File: config.mk
export PLATFORM = sky130hd
export DESIGN_NAME = mdu_iter_flat
export DESIGN_NICKNAME = d
export VERILOG_FILES = /design/src/rtl/mdu_pkg.sv /design/src/rtl/mdu_if.sv /design/src/rtl/mdu_div_step.sv /design/src/rtl/mdu_iter.sv /design/src/flat_wrapper.sv
export SDC_FILE = /design/constraint.sdc
export NUM_CORES = 1
export LEC_CHECK = 0
export ABC_CLOCK_PERIOD_IN_PS = 5500
export CAP_MARGIN = 5
export CELL_PAD_IN_SITES_DETAIL_PLACEMENT = 1
export CELL_PAD_IN_SITES_GLOBAL_PLACEMENT = 1
export CORE_AREA = 4 4 138 193
export CTS_CLUSTER_SIZE = 14
export DETAILED_ROUTE_END_ITERATION = 6
export DIE_AREA = 0 0 142 197
export GPL_ROUTABILITY_DRIVEN = 1
export PLACE_DENSITY = 0.79
export RECOVER_POWER = 100
export SLEW_MARGIN = 20
export SYNTH_ARGS = -nofsm -noshare
export SYNTH_HDL_FRONTEND = slang
export SYNTH_HIERARCHICAL = 1
export SYNTH_SLANG_ARGS = --single-unit
File: constraint.sdc
create_clock -name clk -period 5.5 [get_ports clk]
set_clock_uncertainty 0.1 [all_clocks]
set_input_delay 1.65 -clock clk [delete_from_list [all_inputs] [get_ports clk]]
set_output_delay 1.65 -clock clk [all_outputs]
set_load 0.02 [all_outputs]
File: src/rtl/mdu_pkg.sv
// mdu_pkg: shared constants, op encodings and FSM state type
// for the iterative RV32M multiply/divide unit.
package mdu_pkg;

    localparam int XLEN = 32;

    localparam logic [2:0] OP_MUL    = 3'b000;
    localparam logic [2:0] OP_MULH   = 3'b001;
    localparam logic [2:0] OP_MULHSU = 3'b010;
    localparam logic [2:0] OP_MULHU  = 3'b011;
    localparam logic [2:0] OP_DIV    = 3'b100;
    localparam logic [2:0] OP_DIVU   = 3'b101;
    localparam logic [2:0] OP_REM    = 3'b110;
    localparam logic [2:0] OP_REMU   = 3'b111;

    typedef enum logic [1:0] {
        S_IDLE,
        S_CALC,
        S_DONE
    } state_t;

    function automatic logic is_div(input logic [2:0] op);
        return op[2];
    endfunction

endpackage

File: src/rtl/mdu_if.sv
// mdu_if: request/response handshake bundle between the
// issuing pipeline (master) and the MDU (slave).
interface mdu_if;
    import mdu_pkg::*;

    logic            req_valid;
    logic            req_ready;
    logic [2:0]      req_op;
    logic [XLEN-1:0] req_a;
    logic [XLEN-1:0] req_b;
    logic            resp_valid;
    logic            resp_ready;
    logic [XLEN-1:0] resp_result;
    logic            resp_err;

    modport master (
        output req_valid, req_op, req_a, req_b, resp_ready,
        input  req_ready, resp_valid, resp_result, resp_err
    );

    modport slave (
        input  req_valid, req_op, req_a, req_b, resp_ready,
        output req_ready, resp_valid, resp_result, resp_err
    );

endinterface

File: src/rtl/mdu_div_step.sv
// mdu_div_step: one combinational restoring-divide iteration
// (shift in next dividend bit, trial subtract, emit quotient bit).
module mdu_div_step #(
    parameter int XLEN = 32
) (
    input  logic [XLEN-1:0] rem,
    input  logic            dbit,
    input  logic [XLEN-1:0] dvs,
    output logic [XLEN-1:0] rem_nxt,
    output logic            qbit
);

    logic [XLEN:0]   t;
    logic [XLEN-1:0] diff;

    // rem < dvs holds, so t - dvs always fits in XLEN bits
    assign t       = {rem, dbit};
    assign qbit    = t >= {1'b0, dvs};
    assign diff    = t[XLEN-1:0] - dvs;
    assign rem_nxt = qbit ? diff : t[XLEN-1:0];

endmodule

File: src/rtl/mdu_iter.sv
// mdu_iter: iterative RV32M multiply/divide unit, one step per cycle.
// Define MDU_DIV_EN to build the divider; otherwise div ops return err.
module mdu_iter
    import mdu_pkg::*;
#(
    parameter int XLEN     = 32,
    parameter int ITER_CYC = 32
) (
    input logic  clk,
    input logic  rst_n,
    input logic  flush,
    mdu_if.slave bus
);

    localparam logic [5:0]      LAST    = 6'(ITER_CYC);
    localparam logic [XLEN-1:0] MIN_NEG = {1'b1, {(XLEN-1){1'b0}}};

    state_t            state, state_nxt;
    logic [5:0]        cnt;
    logic [2:0]        op;
    logic [XLEN-1:0]   hi, lo, opb, res;
    logic              neg_q, err;
    logic              ready, accept, fast, fast_err;
    logic              a_sgn, b_sgn;
    logic [XLEN-1:0]   ma, mb, fast_res;
    logic [XLEN-1:0]   step_hi, step_lo, fin_res;
    logic [XLEN:0]     sum;
    logic [2*XLEN-1:0] prod;
`ifdef MDU_DIV_EN
    logic              neg_r, ovf, qbit;
    logic [XLEN-1:0]   rem_nxt;
`endif

    assign ready           = state == S_IDLE;
    assign accept          = ready && bus.req_valid && !flush;
    assign bus.req_ready   = ready;
    assign bus.resp_valid  = state == S_DONE;
    assign bus.resp_result = res;
    assign bus.resp_err    = err;

    always_comb begin
        a_sgn = bus.req_a[XLEN-1] &&
            (bus.req_op inside {OP_MULH, OP_MULHSU, OP_DIV, OP_REM});
        b_sgn = bus.req_b[XLEN-1] &&
            (bus.req_op inside {OP_MULH, OP_DIV, OP_REM});
        ma = a_sgn ? -bus.req_a : bus.req_a;
        mb = b_sgn ? -bus.req_b : bus.req_b;
`ifdef MDU_DIV_EN
        ovf = (bus.req_op inside {OP_DIV, OP_REM}) &&
            bus.req_a == MIN_NEG && bus.req_b == '1;
        fast     = is_div(bus.req_op) && (bus.req_b == '0 || ovf);
        fast_err = 1'b0;
        if (bus.req_b == '0)
            fast_res = bus.req_op[1] ? bus.req_a : '1;
        else
            fast_res = bus.req_op[1] ? '0 : MIN_NEG;
`else
        fast     = is_div(bus.req_op);
        fast_err = 1'b1;
        fast_res = '0;
`endif
    end

`ifdef MDU_DIV_EN
    mdu_div_step #(.XLEN(XLEN)) u_step (
        .rem     (hi),
        .dbit    (lo[XLEN-1]),
        .dvs     (opb),
        .rem_nxt (rem_nxt),
        .qbit    (qbit)
    );
`endif

    // hi:lo is product (mul) or remainder:quotient (div)
    always_comb begin
        sum     = {1'b0, hi} + (lo[0] ? {1'b0, opb} : '0);
        step_hi = sum[XLEN:1];
        step_lo = {sum[0], lo[XLEN-1:1]};
        prod    = neg_q ? -{hi, lo} : {hi, lo};
        fin_res = (op == OP_MUL) ? prod[XLEN-1:0] : prod[2*XLEN-1:XLEN];
`ifdef MDU_DIV_EN
        if (is_div(op)) begin
            step_hi = rem_nxt;
            step_lo = {lo[XLEN-2:0], qbit};
            fin_res = op[1] ? (neg_r ? -hi : hi) : (neg_q ? -lo : lo);
        end
`endif
    end

    always_comb begin
        state_nxt = state;
        if (flush) begin
            state_nxt = S_IDLE;
        end else begin
            unique case (state)
                S_IDLE:  if (bus.req_valid) state_nxt = fast ? S_DONE : S_CALC;
                S_CALC:  if (cnt == LAST) state_nxt = S_DONE;
                S_DONE:  if (bus.resp_ready) state_nxt = S_IDLE;
                default: state_nxt = S_IDLE;
            endcase
        end
    end

    always_ff @(posedge clk or negedge rst_n) begin
        if (!rst_n) state <= S_IDLE;
        else        state <= state_nxt;
    end

    always_ff @(posedge clk or negedge rst_n) begin
        if (!rst_n) begin
            cnt   <= '0;
            op    <= '0;
            hi    <= '0;
            lo    <= '0;
            opb   <= '0;
            res   <= '0;
            err   <= 1'b0;
            neg_q <= 1'b0;
`ifdef MDU_DIV_EN
            neg_r <= 1'b0;
`endif
        end else if (accept) begin
            op    <= bus.req_op;
            cnt   <= '0;
            hi    <= '0;
            neg_q <= a_sgn ^ b_sgn;
`ifdef MDU_DIV_EN
            neg_r <= a_sgn;
`endif
            if (is_div(bus.req_op)) begin
                lo  <= ma;
                opb <= mb;
            end else begin
                lo  <= mb;
                opb <= ma;
            end
            if (fast) begin
                res <= fast_res;
                err <= fast_err;
            end
        end else if (state == S_CALC && !flush) begin
            if (cnt != LAST) begin
                cnt <= cnt + 6'd1;
                hi  <= step_hi;
                lo  <= step_lo;
            end else begin
                res <= fin_res;
                err <= 1'b0;
            end
        end
    end

endmodule

File: src/flat_wrapper.sv
// flat-port wrapper written by rule: the top's interface ports become plain ports
module mdu_iter_flat import mdu_pkg::*;
#(
    parameter int XLEN     = 32,
    parameter int ITER_CYC = 32
)
  (clk, rst_n, flush, bus_req_valid, bus_req_op, bus_req_a, bus_req_b, bus_resp_ready, bus_req_ready, bus_resp_valid, bus_resp_result, bus_resp_err);
  mdu_if bus_i ();
  input logic clk;
  input logic rst_n;
  input logic flush;
  input wire logic [$bits(bus_i.req_valid)-1:0] bus_req_valid;
  input wire logic [$bits(bus_i.req_op)-1:0] bus_req_op;
  input wire logic [$bits(bus_i.req_a)-1:0] bus_req_a;
  input wire logic [$bits(bus_i.req_b)-1:0] bus_req_b;
  input wire logic [$bits(bus_i.resp_ready)-1:0] bus_resp_ready;
  output wire logic [$bits(bus_i.req_ready)-1:0] bus_req_ready;
  output wire logic [$bits(bus_i.resp_valid)-1:0] bus_resp_valid;
  output wire logic [$bits(bus_i.resp_result)-1:0] bus_resp_result;
  output wire logic [$bits(bus_i.resp_err)-1:0] bus_resp_err;
  assign bus_i.req_valid = bus_req_valid;
  assign bus_i.req_op = bus_req_op;
  assign bus_i.req_a = bus_req_a;
  assign bus_i.req_b = bus_req_b;
  assign bus_i.resp_ready = bus_resp_ready;
  assign bus_req_ready = bus_i.req_ready;
  assign bus_resp_valid = bus_i.resp_valid;
  assign bus_resp_result = bus_i.resp_result;
  assign bus_resp_err = bus_i.resp_err;
  mdu_iter #(.XLEN(XLEN), .ITER_CYC(ITER_CYC)) u_core (.clk(clk), .rst_n(rst_n), .flush(flush), .bus(bus_i));
endmodule
==> results of run 1 <==
==> per-layer routing <==
metal  global-route usage  wire length, µm  part of all wire  vias to the layer above
met5                    0                0                 0                        -
met4               0.1102             1314             0.034                        0
met3              0.03883             1646             0.042                       68
met2               0.4884            19750              0.50                      318
met1               0.3473            16390              0.42                     5297
li1                     -                -                 -                     4996
==> power breakdown <==
| part | total [mW] | switching, mW | internal [mW] |
|---|---|---|---|
| Sequential | 1.53 | 0.312 | 1.22 |
| Combinational | 1.50 | 0.889 | 0.610 |
| Clock | 1.22 | 0.482 | 0.739 |
==> final cells by class <==
type                    count  area share
multi-input cells        1081      0.5516
flip-flops and latches    141      0.2727
repair buffers            124     0.09003
clock buffers              19     0.03497
well taps                 315     0.03043
clock inverters            13     0.01275
inverters                  26    0.007535
==> Yosys cell counts (22+ instances only) <==
cell	number
a21o_1	25
a21oi_1	86
a22oi_1	25
a31oi_1	22
and2_1	37
clkbuf_1	70
dfrtp_1	141
ha_1	37
inv_1	25
mux2i_1	32
nand2_1	139
nand3_1	48
nor2_1	87
o21ai_0	118
o31ai_1	35
xnor2_1	77
xor2_1	64
==> state kept, by name, summed over array words and instances, names as in the netlist <==
signal                  cells
u_core/bus.resp_err         1
u_core/bus.resp_result     32
u_core/cnt                  6
u_core/hi                  32
u_core/lo                  32
u_core/neg_q                1
u_core/op                   3
u_core/opb                 32
u_core/state                2
==> final timing paths <==
| kind | from | to |
|---|---|---|
| min | u_core/opb[6] | u_core/opb[6] |
| max | bus_req_b[8] | u_core/opb[26] |
| min in group asynchronous | rst_n | u_core/opb[10] |
| max reg2reg | u_core/lo[0] | u_core/hi[28] |
| max in group asynchronous | rst_n | u_core/opb[27] |
| min reg2reg | u_core/opb[6] | u_core/opb[6] |
==> critical path, delay by kind of cell <==
kind                      cells  cell delay, ns
and+or+nand+nor               4            1.87
buffers and inverters         1            0.61
AOI/OAI and AO/OA             2            0.50
xor gates and xnor gates      1            0.34
==> metrics by stage <==
step / instance area, µm² / std cells / util / setup WS [ns] / total power, mW
after global routing: 12950 / 1719 / 0.5231 / 0.5582 / 4.490
after global placement: 12380 / 1687 / 0.5002 / 0.7030 / 2.960
after CTS: 13000 / 1719 / 0.5252 / 1.072 / 4.259
after detailed placement: 12380 / 1687 / 0.5002 / 0.6174 / 3.012
final: 12950 / 1719 / 0.5231 / 0.7138 / 4.248
after floorplan: 11110 / 1333 / - / 1.636 / 2.469
==> kinds of logic (layout without fill, tap and decap cells) <==
family                     count (synthesis)  count (layout)  share of synthesized area
xor gates and xnor gates                 141             141                     0.1112
AOI/OAI and AO/OA                        426             426                     0.2510
DFF                                      141             141                     0.3176
adders and majority gates                 38              38                    0.04347
buffers and inverters                    111             182                    0.03931
muxes                                     38              38                    0.03491
and+or+nand+nor                          438             438                     0.2025
==> metrics.txt, run 1 <==
Rows 68; commonest cells after routing, fill and taps aside dfrtp_1, nand2_1, o21ai_0, a21oi_1, nor2_1; Clock Sinks 141; depth of the worst register-to-register path 9; most common cell after layout, fill and taps aside dfrtp_1; CP Max Fanout 5; final layout net count 1501; Clock transition at path regs 0.06 ns; Starting Density 0.4487; Cells after Synth 1333; Period minus WS final 4.786 ns; Placer Congestion 0.8913; setup repair after global routing missed its margin false; slowest CP cell dlygate4sd3_1; share of cells above drive strength 1 0.06054; max-slew violation count 266; CP endpoint kind register; Die Ht 197 µm; crit-path max cell delay 0.61 ns; top cell type's share of synthesized area 0.3176; reg2reg setup slack 1.59 ns; crit path kind in2reg; CTS buffer count 17; I/O Pins 107; postcts setup bufs 0; via count 10680; footprint of the multi-input gates 7144 µm²; Slew headroom -0.7171; data required time at the worst endpoint 5.69 ns; VDD IR-drop max 206.8 µV; CTS HTree Levels 4; DRT iter0 DRCs 762; Diodes inserted 0; crit path cell chain dlygate4sd3_1 > or4_1 > or4_1 > nor3_1 > nand2_1 > o31ai_1 > xor2_1 > o221ai_1; register area share after synthesis 0.3176; HPWL after DPL 29600 µm; Hold Buf Count CTS 0; via density per instance 6.212; hold path cells 1; final WL 39100 µm; GRT Total Usage 0.2799; Die X-Extent 142 µm; TritonCTS clock tree yes; failing checks capacitance limit, slew limit; setup TNS 0 ns; Hold Worst Slack 0.3713 ns; largest net degree at the start of global routing 96; layout filler cell count 2978; Post-synth EDFFs 0; CORE AREA 24760 µm²; Synth Flop Type dfrtp_1; worst hold path class reg2reg; Netlist cell types 77; Final ANT Viol Nets 0; WL per Instance 22.75 µm; Clock Path Buffers 2; first-pass GRT wire length 61290 µm; WP data arrival 4.98 ns; clock latency on the worst-skew pair 0.44 ns; Max-Cap Viols 5; count of final setup violators 0; syn_area_per_cell 8.334 µm²; Power Density 328.0 nW/µm²; Post-Syn Nets 1443; gr ovfl total 0; CTS root buffer clkbuf_16; outcome finished, violations left; vias in the first global route 10900; DRC viols 0; P&R area growth vs syn 16.59%; final hold vios 0; ys async rst share 1.000; DIE AREA 27970 µm²; top cells by area, synth dfrtp_1, xnor2_1, o21ai_0, xor2_1, nand2_1; Port Buffers 106; Storage cell area 3532 µm²; Mapped Area 11110 µm²; Detailed Routing Iterations Pass 1 7; #FFs+latches synth 141; antenna violations before repair 2; post-CTS sizing 0; Least-Margin Pin Slew 2.576 ns; cell taking the most area after synthesis dfrtp_1; final worst path period share 0.8702; fmax 208.9 MHz; CP Launch Type primary input; warnings from Yosys 6; leakage 5.591 nW; most used cell, CP or4_1
Note: power is estimated with default switching activity, not from simulation.
==> inputs of run 2 (changes only) <==
Settings changed: CAP_MARGIN 5 to unset.
==> results of run 2 <==
Same layout as run 1: the final DEF is identical, and so are final timing and power.
